### config.mk
export PLATFORM = sky130hd
export DESIGN_NAME = axis_burst_writer
export DESIGN_NICKNAME = d
export VERILOG_FILES = /design/src/rtl/axis_writer_pkg.sv /design/src/rtl/axi_burst_planner.sv /design/src/rtl/axis_burst_writer.sv
export SDC_FILE = /design/constraint.sdc
export NUM_CORES = 1
export LEC_CHECK = 0
export BUFFER_PORTS_ARGS = -buffer_cell sky130_fd_sc_hd__buf_2
export CORE_MARGIN = 10
export CORE_UTILIZATION = 45
export DETAILED_ROUTE_END_ITERATION = 7
export HOLD_SLACK_MARGIN = 0.05
export PLACE_DENSITY = 0.87
export SYNTH_ARGS = -nofsm -noshare
export SYNTH_HDL_FRONTEND = slang
export SYNTH_SLANG_ARGS = --single-unit
### constraint.sdc
create_clock -name m_axi_aclk -period 10.2 [get_ports m_axi_aclk]
set_input_delay 2.04 -clock m_axi_aclk [delete_from_list [all_inputs] [get_ports m_axi_aclk]]
set_output_delay 2.04 -clock m_axi_aclk [all_outputs]
set_load 0.02 [all_outputs]
### src/rtl/axis_writer_pkg.sv
// Shared types and constants for the AXI-Stream to AXI4 burst writer.
// Optional bresp checking in the top is enabled by AXIS_WRITER_BRESP_CHECK_EN.
package axis_writer_pkg;

   typedef enum logic [2:0] {
      ST_IDLE,
      ST_ADDR,
      ST_DATA,
      ST_RESP,
      ST_DONE
   } state_t;

   localparam logic [1:0] BURST_INCR = 2'b01;
   localparam logic [1:0] RESP_OKAY  = 2'b00;

   function automatic logic [2:0] calc_awsize(input int data_w);
      case (data_w)
         8:       return 3'd0;
         16:      return 3'd1;
         32:      return 3'd2;
         64:      return 3'd3;
         128:     return 3'd4;
         default: return 3'd2;
      endcase
   endfunction

endpackage

### src/rtl/axi_burst_planner.sv
// Tracks the write address and the beats still to be issued, and sizes each burst.
// Advances by one whole burst on the burst-complete strobe.
module axi_burst_planner
   import axis_writer_pkg::*;
#(
   parameter int BURST_LEN = 16,
   parameter int ADDR_W    = 32,
   parameter int DATA_W    = 32
)(
   input  logic              clk,
   input  logic              rst_n,
   input  logic              load,
   input  logic              advance,
   input  logic [ADDR_W-1:0] base_addr,
   input  logic [15:0]       total_beats,
   output logic [ADDR_W-1:0] addr,
   output logic [7:0]        awlen,
   output logic              last_burst,
   output logic              empty
);

   localparam logic [15:0] MAX_LEN    = 16'(BURST_LEN);
   localparam int          SIZE_SHIFT = int'(calc_awsize(DATA_W));

   logic [ADDR_W-1:0] addr_q, addr_d;
   logic [15:0]       rem_q, rem_d;
   logic [15:0]       len;

   assign last_burst = (rem_q <= MAX_LEN);
   assign empty      = (rem_q == 16'd0);
   assign len        = last_burst ? rem_q : MAX_LEN;
   // Hold awlen at zero when nothing is left so it never shows the wrapped value.
   assign awlen      = empty ? 8'd0 : 8'(len - 16'd1);
   assign addr       = addr_q;

   always_comb begin
      addr_d = addr_q;
      rem_d  = rem_q;
      if (load) begin
         addr_d = base_addr;
         rem_d  = total_beats;
      end else if (advance) begin
         addr_d = addr_q + (ADDR_W'(len) << SIZE_SHIFT);
         rem_d  = rem_q - len;
      end
   end

   always_ff @(posedge clk or negedge rst_n) begin
      if (!rst_n) begin
         addr_q <= '0;
         rem_q  <= '0;
      end else begin
         addr_q <= addr_d;
         rem_q  <= rem_d;
      end
   end

endmodule

### src/rtl/axis_burst_writer.sv
// AXI4 write master draining an AXI-Stream into memory as one-at-a-time INCR bursts.
// Define AXIS_WRITER_BRESP_CHECK_EN to flag non-OKAY write responses and stop early.
module axis_burst_writer
   import axis_writer_pkg::*;
#(
   parameter int C_M_AXI_BURST_LEN  = 16,
   parameter int C_M_AXI_ID_WIDTH   = 8,
   parameter int C_M_AXI_ADDR_WIDTH = 32,
   parameter int C_M_AXI_DATA_WIDTH = 32
)(
   input  logic                            m_axi_aclk,
   input  logic                            m_axi_aresetn,
   input  logic                            start,
   input  logic [C_M_AXI_ADDR_WIDTH-1:0]   base_addr,
   input  logic [15:0]                     total_beats,
   output logic                            busy,
   output logic                            done,
   output logic                            error,
   output logic [C_M_AXI_ID_WIDTH-1:0]     m_axi_awid,
   output logic [C_M_AXI_ADDR_WIDTH-1:0]   m_axi_awaddr,
   output logic [7:0]                      m_axi_awlen,
   output logic [2:0]                      m_axi_awsize,
   output logic [1:0]                      m_axi_awburst,
   output logic                            m_axi_awvalid,
   input  logic                            m_axi_awready,
   output logic [C_M_AXI_DATA_WIDTH-1:0]   m_axi_wdata,
   output logic [C_M_AXI_DATA_WIDTH/8-1:0] m_axi_wstrb,
   output logic                            m_axi_wlast,
   output logic                            m_axi_wvalid,
   input  logic                            m_axi_wready,
   input  logic [C_M_AXI_ID_WIDTH-1:0]     m_axi_bid,
   input  logic [1:0]                      m_axi_bresp,
   input  logic                            m_axi_bvalid,
   output logic                            m_axi_bready,
   input  logic [C_M_AXI_DATA_WIDTH-1:0]   s_axis_tdata,
   input  logic                            s_axis_tvalid,
   input  logic                            s_axis_tlast,
   output logic                            s_axis_tready
);

   state_t     state_q, state_d;
   logic       error_q, error_d;
   logic [7:0] beat_q, beat_d;
   logic       load, advance;
   logic       last_burst, empty;
   logic       in_data, w_hs, final_beat;
   logic       unused_ok;

   axi_burst_planner #(
      .BURST_LEN (C_M_AXI_BURST_LEN),
      .ADDR_W    (C_M_AXI_ADDR_WIDTH),
      .DATA_W    (C_M_AXI_DATA_WIDTH)
   ) u_planner (
      .clk         (m_axi_aclk),
      .rst_n       (m_axi_aresetn),
      .load        (load),
      .advance     (advance),
      .base_addr   (base_addr),
      .total_beats (total_beats),
      .addr        (m_axi_awaddr),
      .awlen       (m_axi_awlen),
      .last_burst  (last_burst),
      .empty       (empty)
   );

   assign in_data    = (state_q == ST_DATA);
   assign w_hs       = in_data && s_axis_tvalid && m_axi_wready;
   // The very last beat of the whole transfer is the only one allowed to carry tlast.
   assign final_beat = last_burst && (beat_q == m_axi_awlen);

   assign m_axi_awid    = '0;
   assign m_axi_awsize  = calc_awsize(C_M_AXI_DATA_WIDTH);
   assign m_axi_awburst = BURST_INCR;
   assign m_axi_awvalid = (state_q == ST_ADDR);
   assign m_axi_wdata   = in_data ? s_axis_tdata : '0;
   assign m_axi_wstrb   = '1;
   assign m_axi_wvalid  = in_data && s_axis_tvalid;
   assign m_axi_wlast   = in_data && (beat_q == m_axi_awlen);
   assign s_axis_tready = in_data && m_axi_wready;
   assign m_axi_bready  = (state_q == ST_RESP);
   assign busy          = (state_q == ST_ADDR) || in_data || (state_q == ST_RESP);
   assign done          = (state_q == ST_DONE);
   assign error         = error_q;
   assign unused_ok     = ^{m_axi_bid, m_axi_bresp};

   always_comb begin
      state_d = state_q;
      error_d = error_q;
      beat_d  = beat_q;
      load    = 1'b0;
      advance = 1'b0;
      case (state_q)
         ST_IDLE: begin
            if (start) begin
               load    = 1'b1;
               error_d = 1'b0;
               state_d = (total_beats == 16'd0) ? ST_DONE : ST_ADDR;
            end
         end
         ST_ADDR: begin
            if (m_axi_awready) begin
               beat_d  = 8'd0;
               state_d = ST_DATA;
            end
         end
         ST_DATA: begin
            if (w_hs) begin
               if (s_axis_tlast != final_beat) error_d = 1'b1;
               if (beat_q == m_axi_awlen) begin
                  advance = 1'b1;
                  state_d = ST_RESP;
               end else begin
                  beat_d = beat_q + 8'd1;
               end
            end
         end
         ST_RESP: begin
            if (m_axi_bvalid) begin
`ifdef AXIS_WRITER_BRESP_CHECK_EN
               if (m_axi_bresp != RESP_OKAY) begin
                  error_d = 1'b1;
                  state_d = ST_DONE;
               end else
`endif
               state_d = empty ? ST_DONE : ST_ADDR;
            end
         end
         ST_DONE: state_d = ST_IDLE;
         default: state_d = ST_IDLE;
      endcase
   end

   always_ff @(posedge m_axi_aclk or negedge m_axi_aresetn) begin
      if (!m_axi_aresetn) begin
         state_q <= ST_IDLE;
         error_q <= 1'b0;
         beat_q  <= 8'd0;
      end else begin
         state_q <= state_d;
         error_q <= error_d;
         beat_q  <= beat_d;
      end
   end

endmodule

==> results of run 1 <==
Yosys cell counts, drive strengths merged (2+ instances only):
master  count  area (um^2)
o31ai       5         37.5
inv        12         45.0
o21ai      40          200
ha         19          238
and2       37          231
conb        2         7.51
a311oi      3         26.3
xor2       10         87.6
a31oi       5         31.3
a21oi      32          160
nand2      59          221
clkbuf     21         78.8
nand4       3         18.8
dfrtp      60         1500
a31o        2         17.5
nor3b       5         37.5
a21o        6         45.0
a21boi      3         22.5
o41ai       2         17.5
or3         6         37.5
nor3       20          100
or4         4         30.0
o21a        4         30.0
mux2i       4         40.0
nor4       16          115
and3        4         25.0
o221ai      2         17.5
o311ai      2         17.5
buf        26          175
xnor2      22          193
o22ai      13         81.3
nor2       64          243
o211ai      4         30.0
nand2b      6         37.5
nand3      10         50.1
a22oi       3         22.5
a211oi      6         45.0
metal layers:
metal	track usage, %	up-vias
met2	32.6	222
li1	-	2285
met5	0	-
met1	23.1	2155
met3	8.11	19
met4	5.20	0
state kept, by name (all words and copies together) (netlist names):
signal,flops
u_planner.addr,32
u_planner.rem_q,16
beat_q,8
state_q,3
error,1
layout make-up:
type | instances | area [um^2]
well taps | 133 | 166
inverters | 12 | 45.0
clock buffers | 12 | 165
repair buffers | 173 | 886
clock inverters | 2 | 10.0
fillers | 916 | 4140
multi-input cells | 470 | 2810
flip-flops and latches | 60 | 1500
diodes | 2 | 5.00
power by group through the flow:
stage | combinational, mW | sequential [mW] | clock (mW)
floorplan | 0.554 | 0.501 | 0
global placement | 0.825 | 0.459 | 0
detailed placement | 0.844 | 0.465 | 0
CTS | 0.850 | 0.462 | 0.200
global route | 0.947 | 0.485 | 0.209
finish | 0.850 | 0.465 | 0.195
through the flow:
stage,setup slack (ps),area [um^2]
2_1_floorplan,4580,4600
3_3_place_gp,4340,5410
3_5_place_dp,4250,5410
4_1_cts,3890,5580
5_1_grt,3570,5580
6_report,3890,5590
worst max-delay path, cell delays in order (launching register included):
cell,delay [ps]
dfrtp_1,430
or4_1,750
nor4_1,740
a21boi_0,310
nand2_1,110
ha_1,280
xor2_1,220
a22oi_1,110
nor2_1,120
o221ai_1,140
nand4bb_1,210
buf_4,230
nor2_1,110
buf_2,170
worst paths after layout:
check,start,to,slack (ps),cells past startpoint
worst min-delay path,u_planner.addr[0]$_DFFE_PN0P_,u_planner.addr[0]$_DFFE_PN0P_,470,2
worst min register to register,u_planner.addr[0]$_DFFE_PN0P_,u_planner.addr[0]$_DFFE_PN0P_,470,2
min in group asynchronous,m_axi_aresetn,u_planner.addr[6]$_DFFE_PN0P_,1870,2
worst max register to register,u_planner.rem_q[8]$_DFFE_PN0P_,u_planner.addr[23]$_DFFE_PN0P_,5020,14
worst max-delay path,u_planner.rem_q[8]$_DFFE_PN0P_,m_axi_wlast,3890,13
max in group asynchronous,m_axi_aresetn,u_planner.rem_q[1]$_DFFE_PN0P_,7800,2
cells by family (layout without fill, tap and decap cells):
logic type | after synthesis | in the layout | synth area share [%]
mux | 5 | 5 | 1.14
flops | 60 | 60 | 33.5
buf+inv | 59 | 199 | 6.66
simple gates | 240 | 240 | 26.7
xor+xnor | 32 | 32 | 6.24
other cells | 2 | 33 | 0.167
compound gates | 142 | 142 | 19.9
fa+ha+maj | 20 | 20 | 5.74
==> flow_summary.yaml, run 1 <==
final_layout:
  final_core_util_pct: 57.4
  nets: 844
  layout_commonest_cell: "buf_2"
  layout_common_cells: "buf_2, nor2_1, dfrtp_1"
  fin_cells: 864
  drive_gt1_share_pct: 26.7
  syn_to_final_growth_pct: 24.4
clocking:
  cts.repair.resized: 0
  post_cts_buffers: 0
  ctsLongestPathBuffers: 2
  numCtsBuffers: 9
  cts_root_buffer: "clkbuf_8"
  path_clk_slew_ps: 70
  insertion_delay_ps: 330
  cts_tree: "done"
  postCtsHoldBufs: 0
  clkSinkCount: 60
  h-tree-depth: 3
global_routing:
  grt_pass1_wl_um: 23500
  grt_max_degree: 61
  grt_antenna_before_repair: 1
  grt_pass1_vias: 4745
  grt_usage_pct: 19.7
  grt.overflow.total: 0
synthesis:
  yosysSeqAreaShare_pct: 33.5
  synth_area_per_cell_um2: 8.01
  yosys_warnings: 0
  ys_seq_elements: 60
  synth_flop_cell: "dfrtp_1"
  syn_area_um2: 4490
  synth_cell_type_count: 60
  synth_cells: 560
  async_reset_ff_share_pct: 100
  synth_edf_count: 0
critical_path:
  critPathArrivalTime_ps: 4270
  path_max_fanout: 22
  cp-start-kind: "register"
  end_kind: "output port"
  worstSetupPathType: "register to output port"
  cp.required_ps: 8160
power_and_ir_drop:
  power.total_mw: 1.51
  p_sw_share_pct: 48.7
  comb_power_share_pct: 56.3
  p_leak_nw: 2.62
  internal_power_uw: 774
  switching_power_uw: 735
  power_frac_clock_pct: 12.9
  pwr_density_cell_nw_per_um2: 270
  power.share.sequential_pct: 30.8
  vdd_drop_max_v: 0.000149
die:
  die-area_um2: 14400
  die_w_um: 120
  fp.dieH_um: 120
  initial_core_util_pct: 46.1
  core-area_um2: 9730
  io_pins: 195
  rows: 36
route:
  wl_met1_um: 5920
  drc: 0
  routed_wl_um: 14400
  drt-wirelength-per-cell_um: 16.7
  topRoutingLayerUsed: "met4"
  ant_nets: 0
  wl_met2_um: 6760
  drt_iter0_markers: 369
  vias: 4681
  first_pass_iters: 5
  dr_wl_met3_um: 1590
  vias_per_cell: 5.42
sta:
  fmaxAchievable_mhz: 158
  drv_slew: 0
  fin_setup_tns_ps: 0
  period_share_pct: 61.9
  final.setup_skew_ps: 7.79
  slew-limit-headroom_pct: 45.9
  post-route-min-period_ps: 6310
  finalHoldViolCount: 0
  grt_setup_unrepaired: "no"
  whs_ps: 472
  worstMarginPinSlew_ps: 805
  setup_violations: 0
place:
  routabilityCongestion: 0.888
  hpwlAfterDp_um: 11100
  numPlacedInstances: 848
  io_buffers: 165
flow_run:
  cap_violations: 0
hold_path:
  hold_path.class: "register to register"
run_status:
  status: "finished, final reports clean"
No activity file was read; power rests on OpenSTA's default activity.
==> run 2, diff against run 1 <==
--- a/config.mk
+++ b/config.mk
@@ -5,12 +5,13 @@
 export SDC_FILE = /design/constraint.sdc
 export NUM_CORES = 1
 export LEC_CHECK = 0
+export ABC_AREA = 1
 export BUFFER_PORTS_ARGS = -buffer_cell sky130_fd_sc_hd__buf_2
 export CORE_MARGIN = 10
 export CORE_UTILIZATION = 45
 export DETAILED_ROUTE_END_ITERATION = 7
 export HOLD_SLACK_MARGIN = 0.05
-export PLACE_DENSITY = 0.87
+export PLACE_DENSITY = 0.88
 export SYNTH_ARGS = -nofsm -noshare
 export SYNTH_HDL_FRONTEND = slang
 export SYNTH_SLANG_ARGS = --single-unit
==> constraint.sdc (replaced) <==
create_clock -name m_axi_aclk -period 5.2 [get_ports m_axi_aclk]
set_input_delay 1.04 -clock m_axi_aclk [delete_from_list [all_inputs] [get_ports m_axi_aclk]]
set_output_delay 1.04 -clock m_axi_aclk [all_outputs]
set_load 0.02 [all_outputs]
==> run 2 against run 1 <==
Register-to-register slack lost 3700 ps. Global-route usage shrank 1.3 points. Flip-flop and latch count is the same. Combinational power grew 130%. First-iteration DRC count grew 3.8%. Clock power grew to 3.9 times the previous value. Sequential power grew 87%. Synthesized cell count grew 38%. Critical path type is now register to register. Highest routed layer unchanged.
==> flow_summary.yaml, run 2 <==
critical_path:
  worstPathCellList: "nor2_1 -> nand2_1 -> a21oi_2 -> nand2_1 -> inv_1 -> nand2_1 -> ha_1 -> nand4_1 -> nand3_1 -> nand2_1 -> nand3b_1 -> nor2_2 -> nand4_2 -> buf_4 -> nand2_2 -> o221ai_1 -> o21ai_0"
  path_max_fanout: 58
  critPathTopFamily: "simple AND/OR/NAND/NOR gates"
  cp_num_buf_inv: 2
  worstSetupPathType: "register to register"
  crit_path_max_incr_delay_ps: 800
  cpMostUsedCell: "nand2_1"
  end_kind: "register"
  cp_slowest_cell: "nand2_2"
  critPathArrivalTime_ps: 4070
  cp.required_ps: 5420
  cp-start-kind: "register"
sta:
  setup_violations: 0
  grt_setup_unrepaired: "no"
  fin_setup_tns_ps: 0
  final.setup_skew_ps: 10.4
  period_share_pct: 74.2
  worstMarginPinSlew_ps: 1040
  fmaxAchievable_mhz: 259
  slew-limit-headroom_pct: 30.3
  drv_slew: 0
  whs_ps: 477
  finalHoldViolCount: 0
  post-route-min-period_ps: 3860
clocking:
  cts_tree: "done"
  cts.repair.resized: 0
  postCtsHoldBufs: 0
  ctsLongestPathBuffers: 2
  h-tree-depth: 3
  clkSinkCount: 60
  cts_root_buffer: "clkbuf_16"
  post_cts_buffers: 0
  numCtsBuffers: 9
  insertion_delay_ps: 330
  path_clk_slew_ps: 60
place:
  io_buffers: 165
  hpwlAfterDp_um: 11700
  routabilityCongestion: 0.940
global_routing:
  grt_max_degree: 61
  grt_pass1_wl_um: 25100
  grt_antenna_before_repair: 2
  grt_pass1_vias: 5410
  grt_usage_pct: 18.3
  grt.overflow.total: 0
synthesis:
  synth_flop_cell: "dfrtp_1"
  synth_cells: 770
  ys_seq_elements: 60
  synth_most_common_cell: "nand2_1"
  synth_edf_count: 0
  synth_area_per_cell_um2: 6.61
  synth_top_area_share_pct: 29.5
  yosysSeqAreaShare_pct: 29.5
  synth_cell_type_count: 41
  async_reset_ff_share_pct: 100
  synth_top_cell_by_area: "dfrtp_1"
  syn_area_um2: 5090
  synth_area_leaders: "dfrtp_1, nand2_1, nor2_1"
  synth_common_cells: "nand2_1, nor2_1, inv_1, dfrtp_1, nand3_1"
  yosys_warnings: 0
final_layout:
  nets: 1056
  drive_gt1_share_pct: 22.6
  syn_to_final_growth_pct: 24.9
  layout_common_cells: "nand2_1, buf_2, nor2_1"
  layout_commonest_cell: "nand2_1"
  largest_reg_flops: 32
power_and_ir_drop:
  switching_power_mw: 1.74
  p_sw_share_pct: 48.2
  p_leak_nw: 3.49
  vdd_drop_max_v: 0.000294
  power.total_mw: 3.61
  comb_power_share_pct: 55.1
  pwr_density_cell_nw_per_um2: 568
  internal_power_mw: 1.87
  power_frac_clock_pct: 20.8
  power.share.sequential_pct: 24.1
route:
  drt-wirelength-per-cell_um: 14.1
  first_pass_iters: 5
  drt_iter0_markers: 383
  vias: 5515
  ant_nets: 0
  drc: 0
  routed_wl_um: 15400
  vias_per_cell: 5.07
die:
  io_pins: 195
  die_w_um: 126
  die-area_um2: 16000
  initial_core_util_pct: 46.5
  fp.dieH_um: 126
  rows: 38
  core-area_um2: 10900
run_status:
  status: "finished, final reports clean"
hold_path:
  hold_path.class: "register to register"
flow_run:
  cap_violations: 0
run 2: per-stage QoR:
| step | instances | instance area (um^2) | utilization (%) | setup slack (ps) |
|---|---|---|---|---|
| after global routing | 1085 | 6350 | 58.1 | 882 |
| after CTS | 1083 | 6350 | 58.0 | 1340 |
| after detailed placement | 1067 | 5970 | 54.6 | 1440 |
| after global placement | 1067 | 5970 | 54.6 | 1490 |
| final | 1087 | 6360 | 58.1 | 1340 |
| after floorplan | 799 | 5200 | - | 2030 |
run 2: cells by family after synthesis:
group,count (synthesis),synth area share (%)
fa+ha+maj,20,5.07
buf+inv,145,12.8
flops,60,29.5
xor+xnor,27,4.65
compound gates,124,13.9
simple gates,392,33.8
other cells,2,0.148
run 2: path summary, 6_finish.rpt:
check,startpoint,endpoint,slack (ps),depth (start not counted)
worst max-delay path,u_planner.rem_q[6]$_DFFE_PN0P_,u_planner.rem_q[8]$_DFFE_PN0P_,1340,17
worst min-delay path,error$_DFFE_PN0P_,error$_DFFE_PN0P_,480,2
worst min register to register,error$_DFFE_PN0P_,error$_DFFE_PN0P_,480,2
max in group asynchronous,m_axi_aresetn,u_planner.addr[4]$_DFFE_PN0P_,3770,2
worst max register to register,u_planner.rem_q[6]$_DFFE_PN0P_,u_planner.rem_q[8]$_DFFE_PN0P_,1340,17
min in group asynchronous,m_axi_aresetn,u_planner.addr[24]$_DFFE_PN0P_,870,2
run 2: layout make-up:
type                       instances  area, um^2
antenna                            4        10.0
clock buffer                       9         225
clock inverter                     7         146
fill                            1067        4580
inverter                         102         383
multi-input combinational        594        3040
sequential                        60        1500
tap                              140         175
timing repair buffer             171         871
run 2: power groups by stage:
stage	registers, mW	clock network (mW)	logic, mW
after floorplan	0.975	0	1.36
after global placement	0.860	0	1.92
after detailed placement	0.872	0	1.97
after CTS	0.865	0.763	1.98
after global routing	0.899	0.782	2.24
final	0.869	0.751	1.99
run 2: routing by layer:
layer  track usage, %  wire length (um)  up-vias
li1                 -                 -     2806
met1             21.7              6360     2491
met2             32.0              7800      193
met3             4.21               870       25
met4             6.16               337        0
met5                0                 0        -
run 2: worst min-delay path, delay by kind of cell, from the launching register on:
family,cells,cell delay (ps)
DFF,1,350
and+or+nand+nor,2,90
